File: config.mk
export PLATFORM = sky130hd
export DESIGN_NAME = median_win_gen
export DESIGN_NICKNAME = d
export VERILOG_FILES = /design/src/rtl/median_pkg.sv /design/src/rtl/median_line_buf.sv /design/src/rtl/median_win_gen.sv
export SDC_FILE = /design/constraint.sdc
export NUM_CORES = 1
export LEC_CHECK = 0
export ABC_AREA = 1
export CAP_MARGIN = 0
export CORE_ASPECT_RATIO = 2
export CORE_MARGIN = 1.5
export CORE_UTILIZATION = 30
export CTS_CLUSTER_DIAMETER = 50
export DETAILED_ROUTE_END_ITERATION = 8
export MAX_ROUTING_LAYER = met4
export PLACE_DENSITY_LB_ADDON = 0.05
export SYNTH_ARGS = -nofsm -noshare
export SYNTH_HDL_FRONTEND = slang
export SYNTH_HIERARCHICAL = 1
export SYNTH_SLANG_ARGS = --single-unit
File: constraint.sdc
create_clock -name i_clk -period 4.7 [get_ports i_clk]
set_clock_uncertainty 0.2 [all_clocks]
set_input_delay 0.47 -clock i_clk [delete_from_list [all_inputs] [get_ports i_clk]]
set_output_delay 0.47 -clock i_clk [all_outputs]
set_load 0.01 [all_outputs]
File: src/rtl/median_pkg.sv
// Shared types and constants for the 3x3 median window generator.
package median_pkg;

   localparam int unsigned DEF_DW = 8;
   localparam int unsigned WIN_N  = 9;

   typedef enum logic {
      FILL   = 1'b0,
      STREAM = 1'b1
   } phase_t;

   // Flat window element index for row offset dr, column offset dc.
   function automatic int unsigned win_idx(input int unsigned dr, input int unsigned dc);
      return 3 * dr + dc;
   endfunction

endpackage

File: src/rtl/median_line_buf.sv
// One image line of delay: a DEPTH-deep shift register advanced by shift.
module median_line_buf #(
   parameter int unsigned DEPTH = 8,
   parameter int unsigned DW    = 8
) (
   input  logic          clk,
   input  logic          shift,
   input  logic [DW-1:0] pix,
   output logic [DW-1:0] dly
);

   logic [DW-1:0] mem [DEPTH];

   always_ff @(posedge clk) begin
      if (shift) begin
         mem[0] <= pix;
         for (int unsigned i = 1; i < DEPTH; i++) begin
            mem[i] <= mem[i-1];
         end
      end
   end

   assign dly = mem[DEPTH-1];

endmodule

File: src/rtl/median_win_gen.sv
// Streaming 3x3 window generator with two line buffers and a registered output stage.
// Optional MEDIAN_WIN_COORD_EN adds window-centre coordinate outputs o_row/o_col.
module median_win_gen
   import median_pkg::*;
#(
   parameter int unsigned IMG_W = 8,
   parameter int unsigned IMG_H = 8,
   parameter int unsigned DW    = DEF_DW
) (
   input  logic                  i_clk,
   input  logic                  i_rst,
   input  logic                  i_in_valid,
   input  logic [DW-1:0]         i_in_data,
   output logic                  o_in_ready,
   output logic                  o_out_valid,
   output logic [WIN_N*DW-1:0]   o_win,
   input  logic                  i_out_ready
`ifdef MEDIAN_WIN_COORD_EN
   ,
   output logic [$clog2(IMG_H)-1:0] o_row,
   output logic [$clog2(IMG_W)-1:0] o_col
`endif
);

   localparam int unsigned RW = $clog2(IMG_H);
   localparam int unsigned CW = $clog2(IMG_W);

   logic [RW-1:0] row;
   logic [CW-1:0] col;
   phase_t        phase;
   phase_t        phase_nxt;
   logic          accept;
   logic          produce_c;
   logic          row_end;
   logic          frame_end;
   logic [DW-1:0] lb1_dly;
   logic [DW-1:0] lb2_dly;
   logic [DW-1:0] col_in [3];
   // Per window row: [0] holds column C-2, [1] holds column C-1 before the shift.
   logic [DW-1:0] win_sr [3][2];

   assign o_in_ready = !o_out_valid || i_out_ready;
   assign accept     = i_in_valid && o_in_ready;
   assign row_end    = (col == CW'(IMG_W - 1));
   assign frame_end  = row_end && (row == RW'(IMG_H - 1));

   median_line_buf #(.DEPTH(IMG_W), .DW(DW)) u_lb1 (
      .clk   (i_clk),
      .shift (accept),
      .pix   (i_in_data),
      .dly   (lb1_dly)
   );

   median_line_buf #(.DEPTH(IMG_W), .DW(DW)) u_lb2 (
      .clk   (i_clk),
      .shift (accept),
      .pix   (lb1_dly),
      .dly   (lb2_dly)
   );

   assign col_in[0] = lb2_dly;
   assign col_in[1] = lb1_dly;
   assign col_in[2] = i_in_data;

   always_ff @(posedge i_clk) begin
      if (i_rst) begin
         phase <= FILL;
      end else begin
         phase <= phase_nxt;
      end
   end

   always_comb begin
      phase_nxt = phase;
      case (phase)
         FILL:    if (accept && row == RW'(2) && col == '0) phase_nxt = STREAM;
         STREAM:  if (accept && frame_end) phase_nxt = FILL;
         default: phase_nxt = FILL;
      endcase
   end

   always_comb begin
      produce_c = 1'b0;
      if (phase == STREAM && accept && col >= CW'(2)) produce_c = 1'b1;
   end

   // Raster position of the next pixel to be accepted; no gap between frames.
   always_ff @(posedge i_clk) begin
      if (i_rst) begin
         row <= '0;
         col <= '0;
      end else if (accept) begin
         if (row_end) begin
            col <= '0;
            row <= (row == RW'(IMG_H - 1)) ? '0 : row + RW'(1);
         end else begin
            col <= col + CW'(1);
         end
      end
   end

   always_ff @(posedge i_clk) begin
      if (accept) begin
         for (int unsigned dr = 0; dr < 3; dr++) begin
            win_sr[dr][0] <= win_sr[dr][1];
            win_sr[dr][1] <= col_in[dr];
         end
      end
   end

   always_ff @(posedge i_clk) begin
      if (i_rst) begin
         o_out_valid <= 1'b0;
         o_win       <= '0;
      end else if (accept) begin
         o_out_valid <= produce_c;
         if (produce_c) begin
            for (int unsigned dr = 0; dr < 3; dr++) begin
               o_win[DW*win_idx(dr, 0) +: DW] <= win_sr[dr][0];
               o_win[DW*win_idx(dr, 1) +: DW] <= win_sr[dr][1];
               o_win[DW*win_idx(dr, 2) +: DW] <= col_in[dr];
            end
         end
      end else if (i_out_ready) begin
         o_out_valid <= 1'b0;
      end
   end

`ifdef MEDIAN_WIN_COORD_EN
   always_ff @(posedge i_clk) begin
      if (i_rst) begin
         o_row <= '0;
         o_col <= '0;
      end else if (produce_c) begin
         o_row <= row - RW'(1);
         o_col <= col - CW'(1);
      end
   end
`endif

endmodule

* Word level (Yosys, flattened, before mapping)
Memories as Yosys holds them, arrays and structs flattened.
Index checks and enable logic that the tools add are counted.
** Storage, ports and cells
- Memories :: 3
- Memory bits (read-only) :: 0
- Output and inout port bits :: 74
- Input port bits :: 12
- Latch bits :: 0
- Flip-flop bits (word level) :: 80
- Word-level logic and storage cells :: 38
- RAM bits :: 176
** Cells by class
- Shift-type cells :: 0
- $lt $le $gt $ge :: 1
- Reductions and logical operators :: 13
- Multipliers :: 0
- Add/subtract/negate cells :: 2
- Bitwise operators :: 1
- Equality and inequality tests :: 3
- Mux-type cells :: 10
- Divide/modulo/power cells :: 0
** Memories
- u_lb1.mem :: words 8, bits a word 8, read ports 8, clocked after memory_dff 0, write ports 8, RTL line median_line_buf.sv:12 : logic [DW-1:0] mem [DEPTH];
- u_lb2.mem :: words 8, bits a word 8, read ports 8, clocked after memory_dff 0, write ports 8, RTL line median_line_buf.sv:12
- win_sr :: words 3, bits a word 16, read ports 3, clocked after memory_dff 0, write ports 3, RTL line median_win_gen.sv:40 : logic [DW-1:0] win_sr [3][2];
** Operator list (count)
- 1-bit logical AND :: 7
- 1-bit 2-to-1 mux :: 7
- 3-bit by 1-bit adder with 3-bit output (second input constant) :: 2
- 3-bit == test (second input constant) :: 2
- 3-bit 2-to-1 mux :: 2
- 2-bit AND reduction :: 2
- 3-bit by 2-bit == test with 1-bit output (second input constant) :: 1
- 3-bit by 2-bit greater-or-equal comparator with 1-bit output (second input constant) :: 1
- 3-bit zero test :: 1
- 1-bit one-hot mux with 2 select lines :: 1
- 2-bit nonzero test :: 1
- 1-bit zero test :: 1
- 1-bit logical OR :: 1
- 1-bit NOT :: 1

* Depth between registers and ports, before layout
Gate-level depths: netlist of the first run.
- Depth in word-level cells :: 7
- Depth in mapped cells :: 9
- Gate-level depth less buffers :: 8

* By module
The synthesis of the first run kept the hierarchy.
** By module, submodules not included
- median_win_gen :: area an instance 5118.7 um2, cells an instance 580, times used 1
- median_line_buf :: area an instance 1981.9 um2, cells an instance 72, times used 2

* Worst setup path before layout of the first run
No wires, ideal clock.
- Path type :: input to register
- From :: input port i_out_ready
- To :: register o_win[21]
- Arrival :: 3.189 ns
- Slack :: 1.197 ns
- Buffers on the path :: 1
- Stages on the path :: 6
- Required time :: 4.387 ns
- Cells stage by stage :: inv_2 > a21oi_4 > buf_2 > nand4_1 > nand2_1 > nor2_1
** On the way
- Cells in the longest elaborated chain, start to end :: 6
** RTL lines
- start: declaration :: RTL line median_win_gen.sv:17 : input logic i_out_ready
- 1-bit logical OR (*) :: RTL line median_win_gen.sv:42 : assign o_in_ready = !o_out_valid || i_out_ready;
- 1-bit logical AND (*) :: RTL line median_win_gen.sv:43 : assign accept = i_in_valid && o_in_ready;
- net accept :: RTL line median_win_gen.sv:32 : logic accept;
- 1-bit logical AND (2 in series) :: RTL line median_win_gen.sv:84 : if (phase == STREAM && accept && col >= CW'(2)) produce_c = 1'b1;
- 1-bit 2-to-1 mux :: RTL line median_win_gen.sv:84
- 2-bit AND reduction (no line) (*)
- end signal: indexed assignment :: RTL line median_win_gen.sv:119 : o_win[DW*win_idx(dr, 0) +: DW] <= win_sr[dr][0];
- end signal: indexed assignment :: RTL line median_win_gen.sv:120 : o_win[DW*win_idx(dr, 1) +: DW] <= win_sr[dr][1];
- end signal: indexed assignment :: RTL line median_win_gen.sv:121 : o_win[DW*win_idx(dr, 2) +: DW] <= col_in[dr];
- end: declaration :: RTL line median_win_gen.sv:16 : output logic [WIN_N*DW-1:0] o_win,
Mark *: on every way through the listed nets, which the timed path passes. The rest lies on a longest branch.
A chain may end at the register's enable or synchronous reset.

* Worst setup path after layout of the first run
- From :: input port i_out_ready
- To :: output port o_in_ready
** On the way
- Cells in the longest elaborated chain, start to end :: 1
** RTL lines
- 1-bit logical OR :: RTL line median_win_gen.sv:42
- end: declaration :: RTL line median_win_gen.sv:14 : output logic o_in_ready,
No other way between the ends.

==> flow_metrics.py, run 1 <==
metrics = {
    "clock_tree": {
        "cts_tree": "done",
        "insertion_delay_ps": 530,
        "hold_buffers": 0,
        "numClockSinks": 256,
        "clk_pin_slew_ps": 60,
        "clk_path_buf_depth": 3,
        "cts_buffers": 25,
        "postCtsSetupBuffers": 0,
        "clockRootBuffer": "clkbuf_16",
        "cts.htree.levels": 1,
        "cts_resized": 0,
    },
    "job": {
        "drv_cap": 0,
    },
    "global_routing": {
        "grt_pass1_vias": 4956,
        "grt_overflow_total": 0,
        "antenna_found_initial": 0,
        "grt_max_degree": 156,
        "grtUsageTotal": 0.120,
        "grt_pass1_wl_um": 28600,
    },
    "critical_path": {
        "crit_arrival_ps": 1640,
        "start_kind": "input pin",
        "end_kind": "output port",
        "crit_type": "input pin to output port",
        "slowest_stage": "clkdlybuf4s50_1",
        "cp_max_fo": 3,
        "crit_family": "buffers and inverters",
        "worst-path-buf-inv": 3,
        "cp_cell_sequence": "clkdlybuf4s50_1 -> inv_2 -> nand2_2 -> clkdlybuf4s50_1",
        "slowest_delay_ps": 540,
        "worstPathRequired_ps": 4030,
        "crit_path_frequent_cell": "clkdlybuf4s50_1",
    },
    "drt": {
        "wl_met1_um": 8460,
        "vias_per_cell": 4.35,
        "wirelength_um": 18100,
        "drc": 3,
        "wire_per_inst_um": 15.4,
        "wl_met3_um": 652,
        "dr.pass1.iters": 9,
        "wl_met2_um": 8520,
        "topRoutingLayerUsed": "met4",
        "via_count": 5097,
        "drt.antenna.violating_nets": 0,
        "drt-initial-drc-count": 331,
    },
    "die": {
        "core-area_um2": 30000,
        "die-area_um2": 31400,
        "start_util": 0.303,
        "ios": 86,
        "die_h_um": 249,
        "num_rows": 90,
        "fp.dieW_um": 126,
    },
    "sta": {
        "layout_setup_ws_ps": 2390,
        "max-slew-margin-rel": 0.351,
        "hold_viol": 0,
        "finalSetupTns_ps": 0,
        "whs_ps": 211,
        "fmax_mhz": 434,
        "worstMarginPinSlew_ps": 972,
        "setup_viol": 0,
        "slew_violations": 0,
        "finalCriticalPeriod_ps": 2310,
        "rsz0062_at_grt": "false",
        "fin_crit_sh": 0.491,
    },
    "final_layout": {
        "area_growth_pct": 20.1,
        "instances_no_fill": 1173,
        "final_cell_area_um2": 10900,
        "final_nets": 806,
        "fin_util": 0.364,
        "diodes": 0,
        "num-fill-cells": 2959,
        "drive_gt1_frac": 0.0646,
    },
    "pwr": {
        "clkPwrFrac": 0.422,
        "powerDensity_nw_per_um2": 428,
        "power_mw": 4.66,
        "p_switching_mw": 0.970,
        "p_comb_frac": 0.033,
        "p_sw_frac": 0.208,
        "internal_power_mw": 3.69,
        "peakVddDrop_mv": 0.267,
        "p_leak_nw": 4.09,
        "seqPwrFrac": 0.546,
    },
    "logic_synthesis": {
        "synth_common_cells": "176 x edfxtp_1, 154 x nor2_1, 83 x nand2_1",
        "syn_avg_cell_area_um2": 12.5,
        "synth_nets": 743,
        "yosysWarnings": 6,
        "yosysMostFrequentCell": "edfxtp_1",
        "yosysTopAreaCellShare": 0.582,
        "yosysSeqAreaShare": 0.758,
        "synth_edf_count": 176,
        "synth_ff_type": "edfxtp_1",
        "synth.distinct_cells": 21,
        "synth_top_cell_by_area": "edfxtp_1",
        "ys_ff_latch": 256,
        "synth_area_leaders": "edfxtp_1 58%, dfxtp_1 18%, nor2_1 6.4%",
        "synthArstFlopShare": 0,
        "syn_inst": 724,
        "syn_area_um2": 9080,
    },
    "placement": {
        "io_buffers": 85,
        "detailed_place.area_um2": 10100,
        "place.gp.congestion": 0.697,
        "preCtsSetupSlack_ps": 1930,
        "dp_cells": 1128,
        "dp_hpwl_um": 10300,
    },
    "outcome": {
        "violations": "design-rule violations",
        "status": "finished with violations",
    },
    "min_path": {
        "holdCritPathClass": "register to register",
    },
}
[cell type report]
type                    count  area (um^2)  share of cell area
clock buffers              35          703              0.0644
clock inverters            10         97.6             0.00894
inverters                  81          304              0.0279
multi-input cells         332         1540               0.141
flip-flops and latches    256         6890               0.631
well taps                 368          460              0.0422
repair buffers             91          921              0.0844
[sequential cells by signal, indices dropped and copies added (netlist names)]
signal and cells:
col 3, o_out_valid 1, win_sr 48, o_win 72, row 3, phase 1, u_lb2/mem 64, u_lb1/mem 64
[cells in the final DEF (no fill, tap or decap), types with 2 or more instances in the layout]
cell / Yosys / layout
nand3_1: 3 / 3
nand2_2: 1 / 2
inv_1: 78 / 78
clkinv_1: 1 / 2
buf_4: 17 / 4
clkbuf_16: 0 / 25
clkbuf_1: 0 / 6
nand2_1: 83 / 82
buf_12: 0 / 2
edfxtp_1: 176 / 176
clkinv_2: 0 / 6
nor2_1: 154 / 154
clkdlybuf4s50_1: 0 / 85
clkbuf_8: 0 / 4
ha_1: 7 / 7
a21oi_1: 4 / 4
inv_2: 2 / 3
nand4_1: 72 / 72
bufinv_16: 0 / 2
dfxtp_1: 80 / 79
o21ai_0: 4 / 4
[path summary, 6_finish.rpt]
kind | start | depth (start not counted) | to | slack (ps)
setup / recovery | i_out_ready | 4 | o_in_ready | 2390
hold reg to reg | u_lb2/mem[1][6]$_DFFE_PP_ | 0 | u_lb2/mem[1][14]$_DFFE_PP_ | 210
hold / removal | u_lb2/mem[1][6]$_DFFE_PP_ | 0 | u_lb2/mem[1][14]$_DFFE_PP_ | 210
setup reg to reg | col[0]$_SDFFE_PP0P_ | 9 | o_win[59]$_SDFFE_PP0P_ | 2420
[routing by layer]
layer | vias up | track usage
met5 | - | -
met4 | 0 | 0.0466
met3 | 33 | 0.0189
met2 | 100 | 0.187
met1 | 2434 | 0.157
li1 | 2530 | -
[logic make-up (layout without fill, tap and decap cells)]
| logic type | Yosys count | in the layout | synth area share |
|---|---|---|---|
| buffers and inverters | 136 | 217 | 0.0727 |
| DFF | 256 | 256 | 0.758 |
| and+or+nand+nor | 316 | 316 | 0.153 |
| adders and majority gates | 7 | 7 | 0.00964 |
| AOI/OAI and AO/OA | 9 | 9 | 0.00620 |
[power groups by stage]
stage | combinational (mW) | clock [mW] | sequential, mW
floorplan | 0.117 | 0 | 2.58
global placement | 0.158 | 0 | 2.60
detailed placement | 0.157 | 0 | 2.60
CTS | 0.157 | 2.06 | 2.55
global route | 0.172 | 2.13 | 2.55
finish | 0.153 | 1.97 | 2.55
Power figures use the tool's default switching activity.
==> run 2, diff against run 1 <==
==> constraint.sdc (replaced) <==
create_clock -name i_clk -period 2.26 [get_ports i_clk]
set_clock_uncertainty 0.2 [all_clocks]
set_input_delay 0.226 -clock i_clk [delete_from_list [all_inputs] [get_ports i_clk]]
set_output_delay 0.226 -clock i_clk [all_outputs]
set_load 0.01 [all_outputs]
==> run 2 against run 1 <==
Effect of this change:
- the run still ends with design-rule violations left
- register-to-register slack worse by 1900 ps
- count of clock-buffer cells in the layout down 3
- routed wire length up 3.3%
- sequential share of layout area down 1.0 points
- sequential power up 110%
- utilization up 0.59 points
- final cell count up 1.1%
- total power up 110%
- first-iteration DRC count down 12%
- combinational power up 140%
- critical path type is now register to output port
- critical endpoint unchanged
- highest routed layer unchanged
==> flow_metrics.py, run 2 (same netlist as run 1, synthesis figures left out) <==
metrics = {
    "outcome": {
        "status": "finished with violations",
        "violations": "design-rule violations",
    },
    "critical_path": {
        "start_kind": "register",
        "end_kind": "output port",
        "crit_family": "buffers and inverters",
        "cp_max_fo": 3,
        "slowest_stage": "clkdlybuf4s50_1",
        "worstPathRequired_ps": 1830,
        "r2r_setup_slack_ps": 500,
        "crit_cells": 2,
        "cp_cell_sequence": "nand2_2 -> clkdlybuf4s50_1",
        "rr_endpoint": "o_win[38]$_SDFFE_PP0P_",
        "worst-path-buf-inv": 1,
        "crit_arrival_ps": 1550,
        "crit-reg2reg-launch": "col[0]$_SDFFE_PP0P_",
        "reg2regPathDepth": 9,
        "slowest_delay_ps": 540,
        "critical_path.startpoint": "o_out_valid$_SDFFE_PP0P_",
        "crit_path_end": "o_in_ready",
        "crit_type": "register to output port",
    },
    "drt": {
        "via_count": 5144,
        "wirelength_um": 18700,
        "wire_per_inst_um": 15.8,
        "drt-initial-drc-count": 292,
        "vias_per_cell": 4.34,
        "drc": 4,
        "dr.pass1.iters": 8,
        "drt.antenna.violating_nets": 0,
    },
    "min_path": {
        "holdCritPathClass": "input pin to register",
    },
    "placement": {
        "dp_hpwl_um": 11400,
        "dp_cells": 1141,
        "place.gp.congestion": 0.695,
        "io_buffers": 85,
    },
    "sta": {
        "rsz0062_at_grt": "false",
        "fin_crit_sh": 0.875,
        "max-slew-margin-rel": 0.700,
        "hold_viol": 0,
        "setup_viol": 0,
        "fmax_mhz": 505,
        "finalSetupTns_ps": 0,
        "worstMarginPinSlew_ps": 450,
        "slew_violations": 0,
        "whs_ps": 148,
        "finalCriticalPeriod_ps": 1980,
    },
    "clock_tree": {
        "cts_resized": 0,
        "clockRootBuffer": "clkbuf_16",
        "clk_path_buf_depth": 3,
        "clk_pin_slew_ps": 70,
        "insertion_delay_ps": 530,
        "cts_buffers": 25,
        "cts_tree": "done",
        "hold_buffers": 0,
        "postCtsSetupBuffers": 0,
        "numClockSinks": 256,
        "cts.htree.levels": 1,
    },
    "final_layout": {
        "final_nets": 819,
        "largest-register": "o_win",
        "instances_no_fill": 1186,
        "largest_reg_flops": 72,
        "layout_common_cells": "176 x edfxtp_1, 154 x nor2_1, 85 x clkdlybuf4s50_1",
        "drive_gt1_frac": 0.0782,
        "diodes": 0,
        "area_growth_pct": 22.1,
        "reg_top3": "o_win x72, u_lb1/mem x64, u_lb2/mem x64",
        "final_common_cell": "edfxtp_1",
    },
    "global_routing": {
        "grt_overflow_total": 0,
        "grt_pass1_vias": 5200,
        "grtUsageTotal": 0.124,
        "grt_pass1_wl_um": 29600,
        "antenna_found_initial": 0,
        "grt_max_degree": 51,
    },
    "pwr": {
        "p_leak_nw": 4.17,
        "peakVddDrop_mv": 0.455,
        "powerDensity_nw_per_um2": 877,
    },
    "die": {
        "core-area_um2": 30000,
        "start_util": 0.303,
        "num_rows": 90,
        "fp.dieW_um": 126,
        "ios": 86,
        "die-area_um2": 31400,
        "die_h_um": 249,
    },
    "job": {
        "drv_cap": 0,
    },
}
## run 2: changes by cell type in the layout (fill, tap and decap cells not counted)
| cell | before | now |
|---|---|---|
| buf_12 | 2 | 10 |
| clkinv_1 | 2 | 3 |
| clkbuf_8 | 4 | 1 |
| inv_6 | 0 | 1 |
| clkinv_2 | 6 | 5 |
| clkinvlp_2 | 0 | 1 |
| buf_4 | 4 | 9 |
| clkinv_4 | 0 | 1 |
## run 2: how the worst min path moves through the flow
| stage | start | endpoint | slack [ps] | depth (start not counted) |
|---|---|---|---|---|
| 2_1_floorplan | i_rst | o_out_valid$_SDFFE_PP0P_ | 100 | 1 |
| 3_3_place_gp | u_lb2/mem[1][8]$_DFFE_PP_ | u_lb2/mem[1][16]$_DFFE_PP_ | 200 | 0 |
| 3_5_place_dp | u_lb2/mem[0][3]$_DFFE_PP_ | u_lb2/mem[0][11]$_DFFE_PP_ | 200 | 0 |
| 4_1_cts | i_rst | o_out_valid$_SDFFE_PP0P_ | 140 | 2 |
| 5_1_grt | i_in_data[7] | u_lb1/mem[0][7]$_DFFE_PP_ | 160 | 1 |
| 6_report | i_rst | o_out_valid$_SDFFE_PP0P_ | 150 | 2 |
## run 2: final cells by class
type,instances,area [um^2]
Clock buffer,32,662
Clock inverter,13,119
Fill cell,2951,18900
Inverter,81,304
Multi-Input combinational cell,332,1540
Sequential cell,256,6890
Tap cell,368,460
Timing Repair Buffer,104,1120
## run 2: where the power goes
group | total [mW] | switching (mW) | internal, mW
clock network | 4.07 | 1.77 | 2.30
registers | 5.29 | 0.0713 | 5.22
logic | 0.364 | 0.255 | 0.109
## run 2: per-layer routing
layer  global-route usage  part of all wire  vias up
met5                    -                 0        -
met4               0.0427             0.022        0
met3               0.0202             0.044       23
met2                0.203              0.48      117
met1                0.157              0.45     2447
li1                     -                 -     2557
## run 2: stage by stage
| step | setup WS (ps) | power [mW] | instance area (um^2) | utilization |
|---|---|---|---|---|
| 3_3_place_gp | 246 | 5.77 | 10300 | 0.344 |
| 2_1_floorplan | 160 | 5.60 | 9090 | - |
| 6_report | 281 | 9.73 | 11100 | 0.370 |
| 4_1_cts | 242 | 9.91 | 11100 | 0.370 |
| 3_5_place_dp | 225 | 5.77 | 10300 | 0.344 |
| 5_1_grt | 216 | 10.1 | 11100 | 0.370 |
==> run 3, diff against run 2 <==
--- a/config.mk
+++ b/config.mk
@@ -9,7 +9,7 @@
 export CAP_MARGIN = 0
 export CORE_ASPECT_RATIO = 2
 export CORE_MARGIN = 1.5
-export CORE_UTILIZATION = 30
+export CORE_UTILIZATION = 52
 export CTS_CLUSTER_DIAMETER = 50
 export DETAILED_ROUTE_END_ITERATION = 8
 export MAX_ROUTING_LAYER = met4
==> run 3 against run 2 <==
Effect of this change:
- global-route usage increased by 7.2 points
- sequential share of layout area increased by 1.5 points
- combinational power decreased by 6.0%
- die area fell by 42%
- the flow now finishes without violations
- total power is 5.4% lower
- final area decreased by 2.4%
==> flow_metrics.py, run 3 (same netlist as run 1, synthesis figures left out) <==
metrics = {
    "die": {
        "fp.dieW_um": 96.5,
        "num_rows": 68,
        "die-area_um2": 18300,
        "ios": 86,
        "core-area_um2": 17200,
        "start_util": 0.528,
        "die_h_um": 190,
    },
    "placement": {
        "place.gp.congestion": 0.807,
        "dp_hpwl_um": 11200,
        "dp_cells": 989,
        "detailed_place.area_um2": 10100,
        "io_buffers": 85,
    },
    "clock_tree": {
        "numClockSinks": 256,
        "cts_buffers": 22,
        "clk_path_buf_depth": 3,
        "insertion_delay_ps": 500,
        "hold_buffers": 0,
        "cts_tree": "done",
        "clockRootBuffer": "clkbuf_16",
        "cts_resized": 0,
        "clk_pin_slew_ps": 60,
        "cts.htree.levels": 1,
        "postCtsSetupBuffers": 0,
    },
    "pwr": {
        "p_leak_nw": 4.15,
        "p_switching_mw": 1.91,
        "powerDensity_nw_per_um2": 851,
        "p_comb_frac": 0.037,
        "peakVddDrop_mv": 0.744,
        "clkPwrFrac": 0.387,
        "internal_power_mw": 7.29,
        "seqPwrFrac": 0.576,
        "p_sw_frac": 0.208,
    },
    "final_layout": {
        "fin_util": 0.630,
        "final_nets": 822,
        "largest-register": "o_win",
        "reg_top3": "o_win x72, u_lb1/mem x64, u_lb2/mem x64",
        "largest_reg_flops": 72,
        "instances_no_fill": 1029,
        "layout_common_cells": "176 x edfxtp_1, 154 x nor2_1, 85 x clkdlybuf4s50_1",
        "diodes": 0,
        "multi_input_area_um2": 1540,
        "final_cell_area_um2": 10800,
        "final_common_cell": "edfxtp_1",
        "num-fill-cells": 1350,
        "area_growth_pct": 19.2,
        "drive_gt1_frac": 0.0867,
        "seqCellArea_um2": 6890,
    },
    "outcome": {
        "status": "finished clean",
    },
    "critical_path": {
        "crit-reg2reg-launch": "col[0]$_SDFFE_PP0P_",
        "critical_path.startpoint": "o_out_valid$_SDFFE_PP0P_",
        "slowest_delay_ps": 540,
        "crit_family": "buffers and inverters",
        "cp_cell_sequence": "nand2_2 -> clkdlybuf4s50_1",
        "slowest_stage": "clkdlybuf4s50_1",
        "crit_cells": 2,
        "crit_arrival_ps": 1520,
        "crit_path_end": "o_in_ready",
        "end_kind": "output port",
        "worstPathRequired_ps": 1830,
        "r2r_setup_slack_ps": 350,
        "worst-path-buf-inv": 1,
        "start_kind": "register",
        "rr_endpoint": "o_win[68]$_SDFFE_PP0P_",
        "crit_type": "register to output port",
        "cp_max_fo": 3,
        "reg2regPathDepth": 9,
    },
    "global_routing": {
        "grtUsageTotal": 0.196,
        "grt_max_degree": 45,
        "antenna_found_initial": 0,
        "grt_pass1_wl_um": 26200,
        "grt_pass1_vias": 5122,
        "grt_overflow_total": 0,
    },
    "sta": {
        "hold_viol": 0,
        "max-slew-margin-rel": 0.810,
        "worstMarginPinSlew_ps": 285,
        "whs_ps": 153,
        "setup_viol": 0,
        "fmax_mhz": 515,
        "finalCriticalPeriod_ps": 1940,
        "finalSetupTns_ps": 0,
        "fin_crit_sh": 0.859,
        "slew_violations": 0,
        "rsz0062_at_grt": "false",
    },
    "drt": {
        "drc": 0,
        "dr.pass1.iters": 4,
        "vias_per_cell": 5.07,
        "wirelength_um": 16600,
        "wire_per_inst_um": 16.1,
        "drt.antenna.violating_nets": 0,
        "via_count": 5216,
        "drt-initial-drc-count": 245,
    },
    "job": {
        "drv_cap": 0,
    },
    "min_path": {
        "holdCritPathClass": "input pin to register",
    },
}
==> run 3: area by class of cell <==
| type | count | share of cell area |
|---|---|---|
| well taps | 210 | 0.0243 |
| clock buffers | 29 | 0.0580 |
| inverters | 81 | 0.0281 |
| repair buffers | 110 | 0.105 |
| flip-flops and latches | 256 | 0.636 |
| clock inverters | 11 | 0.00590 |
| multi-input cells | 332 | 0.142 |
==> run 3: how the worst min path moves through the flow <==
stage                     cells past startpoint  slack, ps                         end                       start
after detailed placement                      0        200  u_lb1/mem[1][29]$_DFFE_PP_  u_lb1/mem[1][21]$_DFFE_PP_
after CTS                                     1        130      win_sr[2][7]$_DFFE_PP_                i_in_data[7]
after global routing                          2        150         row[0]$_SDFFE_PP0P_                       i_rst
final                                         1        150   u_lb1/mem[0][2]$_DFFE_PP_                i_in_data[2]
after global placement                        0        200   u_lb2/mem[1][1]$_DFFE_PP_  u_lb2/mem[0][25]$_DFFE_PP_
after floorplan                               1        100    o_out_valid$_SDFFE_PP0P_                       i_rst
==> run 3: metrics by stage <==
step	worst slack (ps)	total power, mW
6_report	319	9.21
5_1_grt	170	9.55
4_1_cts	300	9.32
3_5_place_dp	151	5.75
3_3_place_gp	223	5.73
2_1_floorplan	160	5.60
==> run 3: power by group through the flow <==
stage | Clock [mW] | Sequential, mW | Combinational [mW]
after CTS | 3.67 | 5.30 | 0.346
after detailed placement | 0 | 5.40 | 0.347
after floorplan | 0 | 5.36 | 0.244
final | 3.56 | 5.30 | 0.342
after global placement | 0 | 5.39 | 0.338
after global routing | 3.85 | 5.31 | 0.382
==> run 3: metal layers <==
layer / GRT usage / wire [um]
met3: 0.0280 / 540
met1: 0.224 / 6480
met4: 0.0780 / 563
met2: 0.338 / 9000
met5: - / 0
